File: src/rtl/dmem_bus_bridge_pkg.sv
// Shared types and constants for the data-memory to system-bus bridge.
// Holds the FSM state encoding, the bus word width and the zero word.
package dmem_bus_bridge_pkg;

  localparam int REG_BUS = 32;
  localparam logic [REG_BUS-1:0] ZERO_WORD = '0;

  typedef enum logic [1:0] {
    ST_IDLE = 2'd0,
    ST_REQ  = 2'd1,
    ST_WAIT = 2'd2,
    ST_DONE = 2'd3
  } state_e;

  // The bus only sees word addresses; the byte offset travels in the strobes.
  function automatic logic [REG_BUS-1:0] word_addr(input logic [REG_BUS-1:0] a);
    return {a[REG_BUS-1:2], 2'b00};
  endfunction

endpackage

File: src/rtl/dmem_bus_bridge_if.sv
// Request/response system-bus channel between the bridge (master) and a slave.
// Handshake: a request transfers on a rising edge where bus_req_valid and bus_req_ready are both 1;
// bus_req_* stays constant while valid is high; bus_rsp_valid is a one-cycle ack qualifying rdata/err.
interface dmem_bus_bridge_if;
  import dmem_bus_bridge_pkg::*;

  logic               bus_req_valid;
  logic               bus_req_ready;
  logic               bus_req_we;
  logic [REG_BUS-1:0] bus_req_addr;
  logic [REG_BUS-1:0] bus_req_wdata;
  logic [3:0]         bus_req_wstrb;
  logic               bus_rsp_valid;
  logic [REG_BUS-1:0] bus_rsp_rdata;
  logic               bus_rsp_err;

  modport master (
    output bus_req_valid, bus_req_we, bus_req_addr, bus_req_wdata, bus_req_wstrb,
    input  bus_req_ready, bus_rsp_valid, bus_rsp_rdata, bus_rsp_err
  );

  modport slave (
    input  bus_req_valid, bus_req_we, bus_req_addr, bus_req_wdata, bus_req_wstrb,
    output bus_req_ready, bus_rsp_valid, bus_rsp_rdata, bus_rsp_err
  );

endinterface

File: src/rtl/dmem_bus_bridge_bus_timeout_cnt.sv
// Cycle counter bounding how long one bus access may stay outstanding.
// o_hit fires in the cycle whose increment would make the count reach LIMIT.
module bus_timeout_cnt #(
  parameter logic [7:0] LIMIT = 8'd255
) (
  input  logic clk,
  input  logic rst,
  input  logic i_clear,
  input  logic i_enable,
  output logic o_hit
);

  logic [7:0] r_cnt;

  always_ff @(posedge clk) begin
    if (rst || i_clear) begin
      r_cnt <= 8'd0;
    end else if (i_enable) begin
      r_cnt <= r_cnt + 8'd1;
    end
  end

  assign o_hit = i_enable && (r_cnt == LIMIT - 8'd1);

endmodule

File: src/rtl/dmem_bus_bridge.sv
// Bridges the core's stall-based data-memory port onto a valid/ready request bus
// with a one-cycle response, a timeout abort and a held read-data register.
module dmem_bus_bridge
  import dmem_bus_bridge_pkg::*;
#(
  parameter logic [7:0] TIMEOUT = 8'd255
) (
  input  logic               clk,
  input  logic               rst,
  input  logic [REG_BUS-1:0] addr,
  input  logic [REG_BUS-1:0] w_data,
  input  logic [3:0]         wen,
  input  logic               ren,
  output logic [REG_BUS-1:0] r_data,
  output logic               stall,
  output logic               err,
  output state_e             o_dbg_state,
  dmem_bus_bridge_if.master  bus
);

  state_e             r_state;
  state_e             w_next;
  logic               r_req_valid;
  logic               r_req_we;
  logic [REG_BUS-1:0] r_req_addr;
  logic [REG_BUS-1:0] r_req_wdata;
  logic [3:0]         r_req_wstrb;
  logic [REG_BUS-1:0] r_rdata;
  logic               r_err;

  logic w_access;
  logic w_is_write;
  logic w_clear;
  logic w_enable;
  logic w_hit;
  logic w_rsp_done;

  assign w_is_write = (wen != 4'b0000);
  assign w_access   = ren | w_is_write;

  bus_timeout_cnt #(
    .LIMIT(TIMEOUT)
  ) u_timeout (
    .clk      (clk),
    .rst      (rst),
    .i_clear  (w_clear),
    .i_enable (w_enable),
    .o_hit    (w_hit)
  );

  // The timeout wins over a same-cycle ready or response: the access is aborted.
  always_comb begin
    w_next     = r_state;
    w_clear    = 1'b0;
    w_enable   = (r_state == ST_REQ) || (r_state == ST_WAIT);
    w_rsp_done = 1'b0;
    case (r_state)
      ST_IDLE: begin
        if (w_access) begin
          w_next  = ST_REQ;
          w_clear = 1'b1;
        end
      end
      ST_REQ: begin
        if (w_hit) begin
          w_next = ST_DONE;
        end else if (bus.bus_req_ready) begin
          w_next = ST_WAIT;
        end
      end
      ST_WAIT: begin
        if (w_hit) begin
          w_next = ST_DONE;
        end else if (bus.bus_rsp_valid) begin
          w_next     = ST_DONE;
          w_rsp_done = 1'b1;
        end
      end
      default: w_next = ST_IDLE;
    endcase
  end

  always_ff @(posedge clk) begin
    if (rst) begin
      r_state     <= ST_IDLE;
      r_req_valid <= 1'b0;
      r_req_we    <= 1'b0;
      r_req_addr  <= ZERO_WORD;
      r_req_wdata <= ZERO_WORD;
      r_req_wstrb <= 4'b0000;
      r_rdata     <= ZERO_WORD;
      r_err       <= 1'b0;
    end else begin
      r_state     <= w_next;
      r_req_valid <= (w_next == ST_REQ);
      r_err       <= 1'b0;
      if ((r_state == ST_IDLE) && w_access) begin
        r_req_we    <= w_is_write;
        r_req_addr  <= word_addr(addr);
        r_req_wdata <= w_data;
        r_req_wstrb <= w_is_write ? wen : 4'b0000;
      end
      if (w_hit) begin
        r_err <= 1'b1;
        if (!r_req_we) r_rdata <= ZERO_WORD;
      end else if (w_rsp_done) begin
        r_err <= bus.bus_rsp_err;
        if (!r_req_we) r_rdata <= bus.bus_rsp_rdata;
      end
    end
  end

  assign stall = !rst && (((r_state == ST_IDLE) && w_access) ||
                          (r_state == ST_REQ) || (r_state == ST_WAIT));

  assign r_data      = r_rdata;
  assign err         = r_err;
  assign o_dbg_state = r_state;

  assign bus.bus_req_valid = r_req_valid;
  assign bus.bus_req_we    = r_req_we;
  assign bus.bus_req_addr  = r_req_addr;
  assign bus.bus_req_wdata = r_req_wdata;
  assign bus.bus_req_wstrb = r_req_wstrb;

endmodule

File: src/flat_wrapper.sv
// flat-port wrapper written by rule: the top's interface ports become plain ports
module dmem_bus_bridge_flat import dmem_bus_bridge_pkg::*;
#(
  parameter logic [7:0] TIMEOUT = 8'd255
)
  (clk, rst, addr, w_data, wen, ren, r_data, stall, err, o_dbg_state, bus_bus_req_valid, bus_bus_req_we, bus_bus_req_addr, bus_bus_req_wdata, bus_bus_req_wstrb, bus_bus_req_ready, bus_bus_rsp_valid, bus_bus_rsp_rdata, bus_bus_rsp_err);
  dmem_bus_bridge_if bus_i ();
  input  logic clk;
  input  logic rst;
  input  logic [REG_BUS-1:0] addr;
  input  logic [REG_BUS-1:0] w_data;
  input  logic [3:0] wen;
  input  logic ren;
  output logic [REG_BUS-1:0] r_data;
  output logic stall;
  output logic err;
  output state_e o_dbg_state;
  output wire logic [$bits(bus_i.bus_req_valid)-1:0] bus_bus_req_valid;
  output wire logic [$bits(bus_i.bus_req_we)-1:0] bus_bus_req_we;
  output wire logic [$bits(bus_i.bus_req_addr)-1:0] bus_bus_req_addr;
  output wire logic [$bits(bus_i.bus_req_wdata)-1:0] bus_bus_req_wdata;
  output wire logic [$bits(bus_i.bus_req_wstrb)-1:0] bus_bus_req_wstrb;
  input wire logic [$bits(bus_i.bus_req_ready)-1:0] bus_bus_req_ready;
  input wire logic [$bits(bus_i.bus_rsp_valid)-1:0] bus_bus_rsp_valid;
  input wire logic [$bits(bus_i.bus_rsp_rdata)-1:0] bus_bus_rsp_rdata;
  input wire logic [$bits(bus_i.bus_rsp_err)-1:0] bus_bus_rsp_err;
  assign bus_bus_req_valid = bus_i.bus_req_valid;
  assign bus_bus_req_we = bus_i.bus_req_we;
  assign bus_bus_req_addr = bus_i.bus_req_addr;
  assign bus_bus_req_wdata = bus_i.bus_req_wdata;
  assign bus_bus_req_wstrb = bus_i.bus_req_wstrb;
  assign bus_i.bus_req_ready = bus_bus_req_ready;
  assign bus_i.bus_rsp_valid = bus_bus_rsp_valid;
  assign bus_i.bus_rsp_rdata = bus_bus_rsp_rdata;
  assign bus_i.bus_rsp_err = bus_bus_rsp_err;
  dmem_bus_bridge #(.TIMEOUT(TIMEOUT)) u_core (.clk(clk), .rst(rst), .addr(addr), .w_data(w_data), .wen(wen), .ren(ren), .r_data(r_data), .stall(stall), .err(err), .o_dbg_state(o_dbg_state), .bus(bus_i));
endmodule
File: config.mk
export PLATFORM = sky130hd
export DESIGN_NAME = dmem_bus_bridge_flat
export DESIGN_NICKNAME = d
export VERILOG_FILES = /design/src/rtl/dmem_bus_bridge_pkg.sv /design/src/rtl/dmem_bus_bridge_if.sv /design/src/rtl/dmem_bus_bridge_bus_timeout_cnt.sv /design/src/rtl/dmem_bus_bridge.sv /design/src/flat_wrapper.sv
export SDC_FILE = /design/constraint.sdc
export NUM_CORES = 1
export LEC_CHECK = 0
export ABC_AREA = 1
export CAP_MARGIN = 10
export CORE_ASPECT_RATIO = 1.4
export CORE_MARGIN = 2
export CORE_UTILIZATION = 43
export DETAILED_ROUTE_END_ITERATION = 8
export PLACE_DENSITY = 0.87
export REMOVE_ABC_BUFFERS = 1
export SYNTH_ARGS = -nofsm -noshare
export SYNTH_HDL_FRONTEND = slang
export SYNTH_SLANG_ARGS = --single-unit
File: constraint.sdc
create_clock -name clk -period 3 [get_ports clk]
set_input_delay 0.6 -clock clk [delete_from_list [all_inputs] [get_ports clk]]
set_output_delay 0.6 -clock clk [all_outputs]
set_load 0.02 [all_outputs]
Word level (Yosys, flattened, before mapping) --
Cells that the tools add are included.
Word-level totals: flip-flop bits (word level) 111, input bits 106
Operators by class: add/sub/neg operators 1, equal/unequal tests 4, muxes and demuxes 18, bitwise gates (word level) 2, reduce and logical (&&, ||, !) cells 12
Operators by type and width (count):
- 32-bit two-way mux | 4
- 2-bit two-way mux | 5
- 8-bit by 1-bit adder with 8-bit output (second input constant) | 1
- 8-bit equality test (second input constant) | 1
- 1-bit two-way mux | 7
- 2-bit one-hot mux with 3 select lines | 1
- 2-bit by 1-bit equality test with 1-bit output (second input constant) | 2
- 1-bit logical OR | 4
- 4-bit two-way mux | 1
- 4-bit nonzero test | 1
- 1-bit logical AND | 3
- 2-bit equality test (second input constant) | 1
- 2-bit zero test | 1
- 2-bit AND reduction | 1
- 2-bit nonzero test | 1
- 1-bit zero test | 1
- 1-bit inverter | 1
- 1-bit OR | 1

Depth between registers and ports, before layout --
depth in word-level cells 7, mapped depth 10

By module --
Synthesis repeated with hierarchy kept, for this count alone.
Second synthesis, totals: cell total of the unflattened synthesis 531, area, all modules 4142.7 µm²
By module, submodules not included:
- dmem_bus_bridge | instances 1, cells each 479, area an instance 3748.6 µm², sequential area each 2062.0 µm²
- bus_timeout_cnt | instances 1, cells each 52, area an instance 394.1 µm², sequential area each 160.2 µm²

Worst setup path after synthesis --
OpenSTA, ideal clock, no wires.
kind register -> output, start point reg u_core.r_state[0], in the netlist u_core.o_dbg_state[0], end point out stall, arrival 1.360 ns, data required time 2.400 ns, slack 1.040 ns, cell stages (with the launch flop) 6, path buffers 1, cells stage by stage dfxtp_1 inv_1 ha_1 nand2_2 clkbuf_2 a31oi_1
Between the ends: word-level cells in the longest chain between the ends 5, elaborated cells on any way between the ends 7, those cells by class eq/ne: 2; reduce/logical: 5
RTL lines:
- start: declaration | RTL line dmem_bus_bridge.sv:21 | state_e r_state;
- start signal: assignment | RTL line dmem_bus_bridge.sv:94 | r_state <= w_next;
- 2-bit zero test | RTL line dmem_bus_bridge.sv:113 | assign stall = !rst && (((r_state == ST_IDLE) && w_access) ||
- 1-bit logical AND | RTL line dmem_bus_bridge.sv:113
- 1-bit logical OR | RTL line dmem_bus_bridge.sv:113
- 1-bit logical OR * | RTL line dmem_bus_bridge.sv:114 | (r_state == ST_REQ) || (r_state == ST_WAIT));
- 1-bit logical AND * | RTL line dmem_bus_bridge.sv:113
- end: declaration | RTL line flat_wrapper.sv:15 | output logic stall;
Mark *: on every way between the ends. The rest lies on a longest branch, timed or not.

Worst setup path in the final report --
start point in wen[3], end point out stall
Between the ends: word-level cells in the longest chain between the ends 6
RTL lines:
- start: declaration | RTL line flat_wrapper.sv:12 | input logic [3:0] wen;
- 4-bit nonzero test | RTL line dmem_bus_bridge.sv:38 | assign w_is_write = (wen != 4'b0000);
- 1-bit OR | RTL line dmem_bus_bridge.sv:39 | assign w_access = ren | w_is_write;
- 1-bit logical AND | RTL line dmem_bus_bridge.sv:113
- 1-bit logical OR | RTL line dmem_bus_bridge.sv:113
- 1-bit logical OR | RTL line dmem_bus_bridge.sv:114
- 1-bit logical AND | RTL line dmem_bus_bridge.sv:113
Every way passes these cells.

==> metrics.txt <==
worst vdd ir=just over 400 uV; Slew headroom=0.382; Hold Crit Endpoint=u_core.r_data[13]; RSZ-0062 raised after global routing=false; Crit Reg-Reg Startpoint=u_core.o_dbg_state[0]; synthesis warning total=0; count of input and output buffers=roughly 210; Sink Count=about 110; number of global-route vias before repair=4,089; Skew-Pair Late Insertion Delay=0.34 ns; Antenna Cells=0; Critical Path Start=wen[3]; WHS Path Cells=2; leakage power=2.57 nW; layout cells sized above 1=0.0468; Pre-Repair DR Iteration Count=6; most used cell, CP=clkdlybuf4s50_1; clock skew=between 0.008 and 0.009 ns; Critical R2R Capture=u_core.r_data[27]; pre-CTS WS=roughly 0.33 ns; flop2flop setup slack=about 0.81 ns; Die X-Extent=slightly below 90 um; H-Tree Depth=3; Initial Utilization=0.445; most common cell after layout, fill and taps aside=clkdlybuf4s50_1; GP Congestion=between 0.7 and 0.8; WL/cell=13.9 um; Cells after Synth=about 530; initial antenna violation count=0; Die Y=approximately 120 um; # rows=42; number of routed nets with antenna violations=0; WP data required=2.40 ns; CTS clk-pin slew, worst paths=approximately 0.07 ns; final critical-path share of the clock period=0.887; setup ws final=approximately 0.34 ns; CTS tree=yes; Crit. End Element=output port; Worst path max stage delay=about 0.64 ns; PwrDens=around 620 mW/mm2; WP data arrival=slightly above 2 ns; DRC Markers=0; synth unique cells=27; largest net degree at the start of global routing=between 60 and 70; Vias=approximately 4,200; Crit path max-delay family=buffers and inverters; CTS Root Cell=clkbuf_16; Syn Area/Cell=about 8 um2; slew of the pin with the lowest slew margin=between 0.9 and 1 ns; hold buffer count at CTS=0; Max Cap Viol=0; hold path startpoint=u_core.r_data[13]; CP Max Fanout=3; fin crit period=2.66 ns; critical-path cell list=clkdlybuf4s50_1 > nor2_2 > nand3_2 > nand2_2 > a31oi_1 > clkdlybuf4s50_1; I/O pin count=approximately 210; Tot GR Track Use=0.228; total grt overflow=0; HPWL Detailed=roughly 8700 um; endpoints failing setup=0; final hold vios=0; core area=~0.0095 mm2; Cell Area, Synth=about 0.0042 mm2; status=finished clean; Resize count post-CTS=0; TNS Setup=0 ns; post-synthesis sequential area ratio=0.525; FMAX=between 0.3 and 0.4 GHz; Critical-path top delay cell=clkdlybuf4s50_1; CP startpoint kind=primary input; global-route wire length before repair=18,900 um; number of CTS-inserted buffers=9; final net count=around 840; WP buf/inv=2; Area Growth Syn to Fin=55.1%; Crit. path cell count=6; DR vias/cell=4.87; Post-CTS Setup Repair Bufs=0; Die Area=~0.011 mm2; Crit Path Category=in2out; Post-Route WL=11,900 um; Max Slew Vio Count=0; Yosys reg bits=111; most frequent cells in the layout=clkdlybuf4s50_1, nor2_1, dfxtp_1; CTS Buffer Depth=2; # fillers=753; Hold Crit Class=reg2reg; DRT iter0 DRCs=approximately 170; Reg2Reg Depth=10
-- per-layer routing --
metal | part of all wire | GRT usage | vias up
li1 | - | - | 2086
met1 | 0.37 | 0.231 | 1881
met2 | 0.50 | 0.404 | 177
met3 | 0.085 | 0.0633 | 38
met4 | 0.048 | 0.138 | 0
met5 | 0 | 0 | -
-- power by group --
group          leakage (nW)  switching (mW)  internal (mW)  total, mW
logic                  1.51           0.640          0.536       1.18
registers             0.914          0.0948           1.65       1.74
clock network         0.145           0.531          0.620       1.15
-- worst max-delay path by stage --
stage | slack, ns | end
global route | 0.26 | stall
CTS | 0.33 | stall
finish | 0.34 | stall
floorplan | 0.67 | stall
global placement | 0.33 | stall
detailed placement | 0.33 | stall
-- layout make-up --
| class | count | area [um2] | area share |
|---|---|---|---|
| timing repair buffer | 213 | 2120 | 0.322 |
| sequential | 111 | 2220 | 0.338 |
| multi-input combinational | 369 | 1700 | 0.259 |
| inverter | 18 | 67.6 | 0.0103 |
| tap | 132 | 165 | 0.0252 |
| clock inverter | 4 | 33.8 | 0.00515 |
| clock buffer | 12 | 256 | 0.0391 |
-- worst register-to-register path: cells and delay by family, from the launching register on --
| kind | cells | cell delay, ns |
|---|---|---|
| and+or+nand+nor | 6 | 0.71 |
| DFF | 1 | 0.43 |
| buffers and inverters | 2 | 0.43 |
| adders and majority gates | 1 | 0.37 |
| AOI/OAI and AO/OA | 1 | 0.16 |
-- state kept, by name, summed over array words and instances (netlist names) --
name / cells
u_core.o_dbg_state: 2
u_core.bus.bus_req_addr: 30
u_core.bus.bus_req_wstrb: 4
u_core.bus.bus_req_wdata: 32
u_core.bus.bus_req_we: 1
u_core.bus.bus_req_valid: 1
u_core.u_timeout.r_cnt: 8
u_core.err: 1
u_core.r_data: 32
-- cell families (layout without fill, tap and decap cells) --
logic type | count (synthesis) | after routing | share of synthesized area
adders and majority gates | 7 | 7 | 0.0207
other | 1 | 2 | 0.000886
xor gates and xnor gates | 3 | 3 | 0.00621
muxes | 1 | 1 | 0.00236
DFF | 111 | 111 | 0.525
AOI/OAI and AO/OA | 103 | 103 | 0.122
and+or+nand+nor | 253 | 253 | 0.249
buffers and inverters | 54 | 247 | 0.0739
-- synth_stat cells --
library cell	count	share of area
o21ai_0	68	0.080
clkbuf_2	1	0.0012
nor2_1	149	0.13
inv_2	2	0.0018
ha_1	7	0.021
a21oi_1	34	0.040
a31oi_1	1	0.0015
nor3_1	2	0.0024
nor2_2	2	0.0030
nand2_2	4	0.0059
dfxtp_1	111	0.52
nor3b_1	1	0.0018
nand2_1	54	0.048
nand2_4	2	0.0053
nand3_2	1	0.0024
clkbuf_1	7	0.0062
nor4_1	1	0.0015
inv_1	16	0.014
nor2_4	1	0.0027
buf_4	2	0.0035
conb_1	1	0.00089
mux2i_1	1	0.0024
nor3b_2	1	0.0030
xor2_1	3	0.0062
buf_2	15	0.018
nand3_1	35	0.041
buf_6	11	0.029
-- per-stage QoR --
step / utilization / power [mW] / instance area [um2] / std cells / hold WS (ns)
6_report: 0.690 / 4.07 / 6570 / 859 / 0.461
5_1_grt: 0.690 / 4.27 / 6570 / 859 / 0.472
4_1_cts: 0.690 / 4.11 / 6570 / 859 / 0.463
3_5_place_dp: 0.660 / 2.95 / 6270 / 843 / 0.451
3_3_place_gp: 0.660 / 2.92 / 6270 / 843 / 0.448
2_1_floorplan: - / 2.33 / 3990 / 498 / 0.476
No activity file was read; power rests on OpenSTA's default activity.
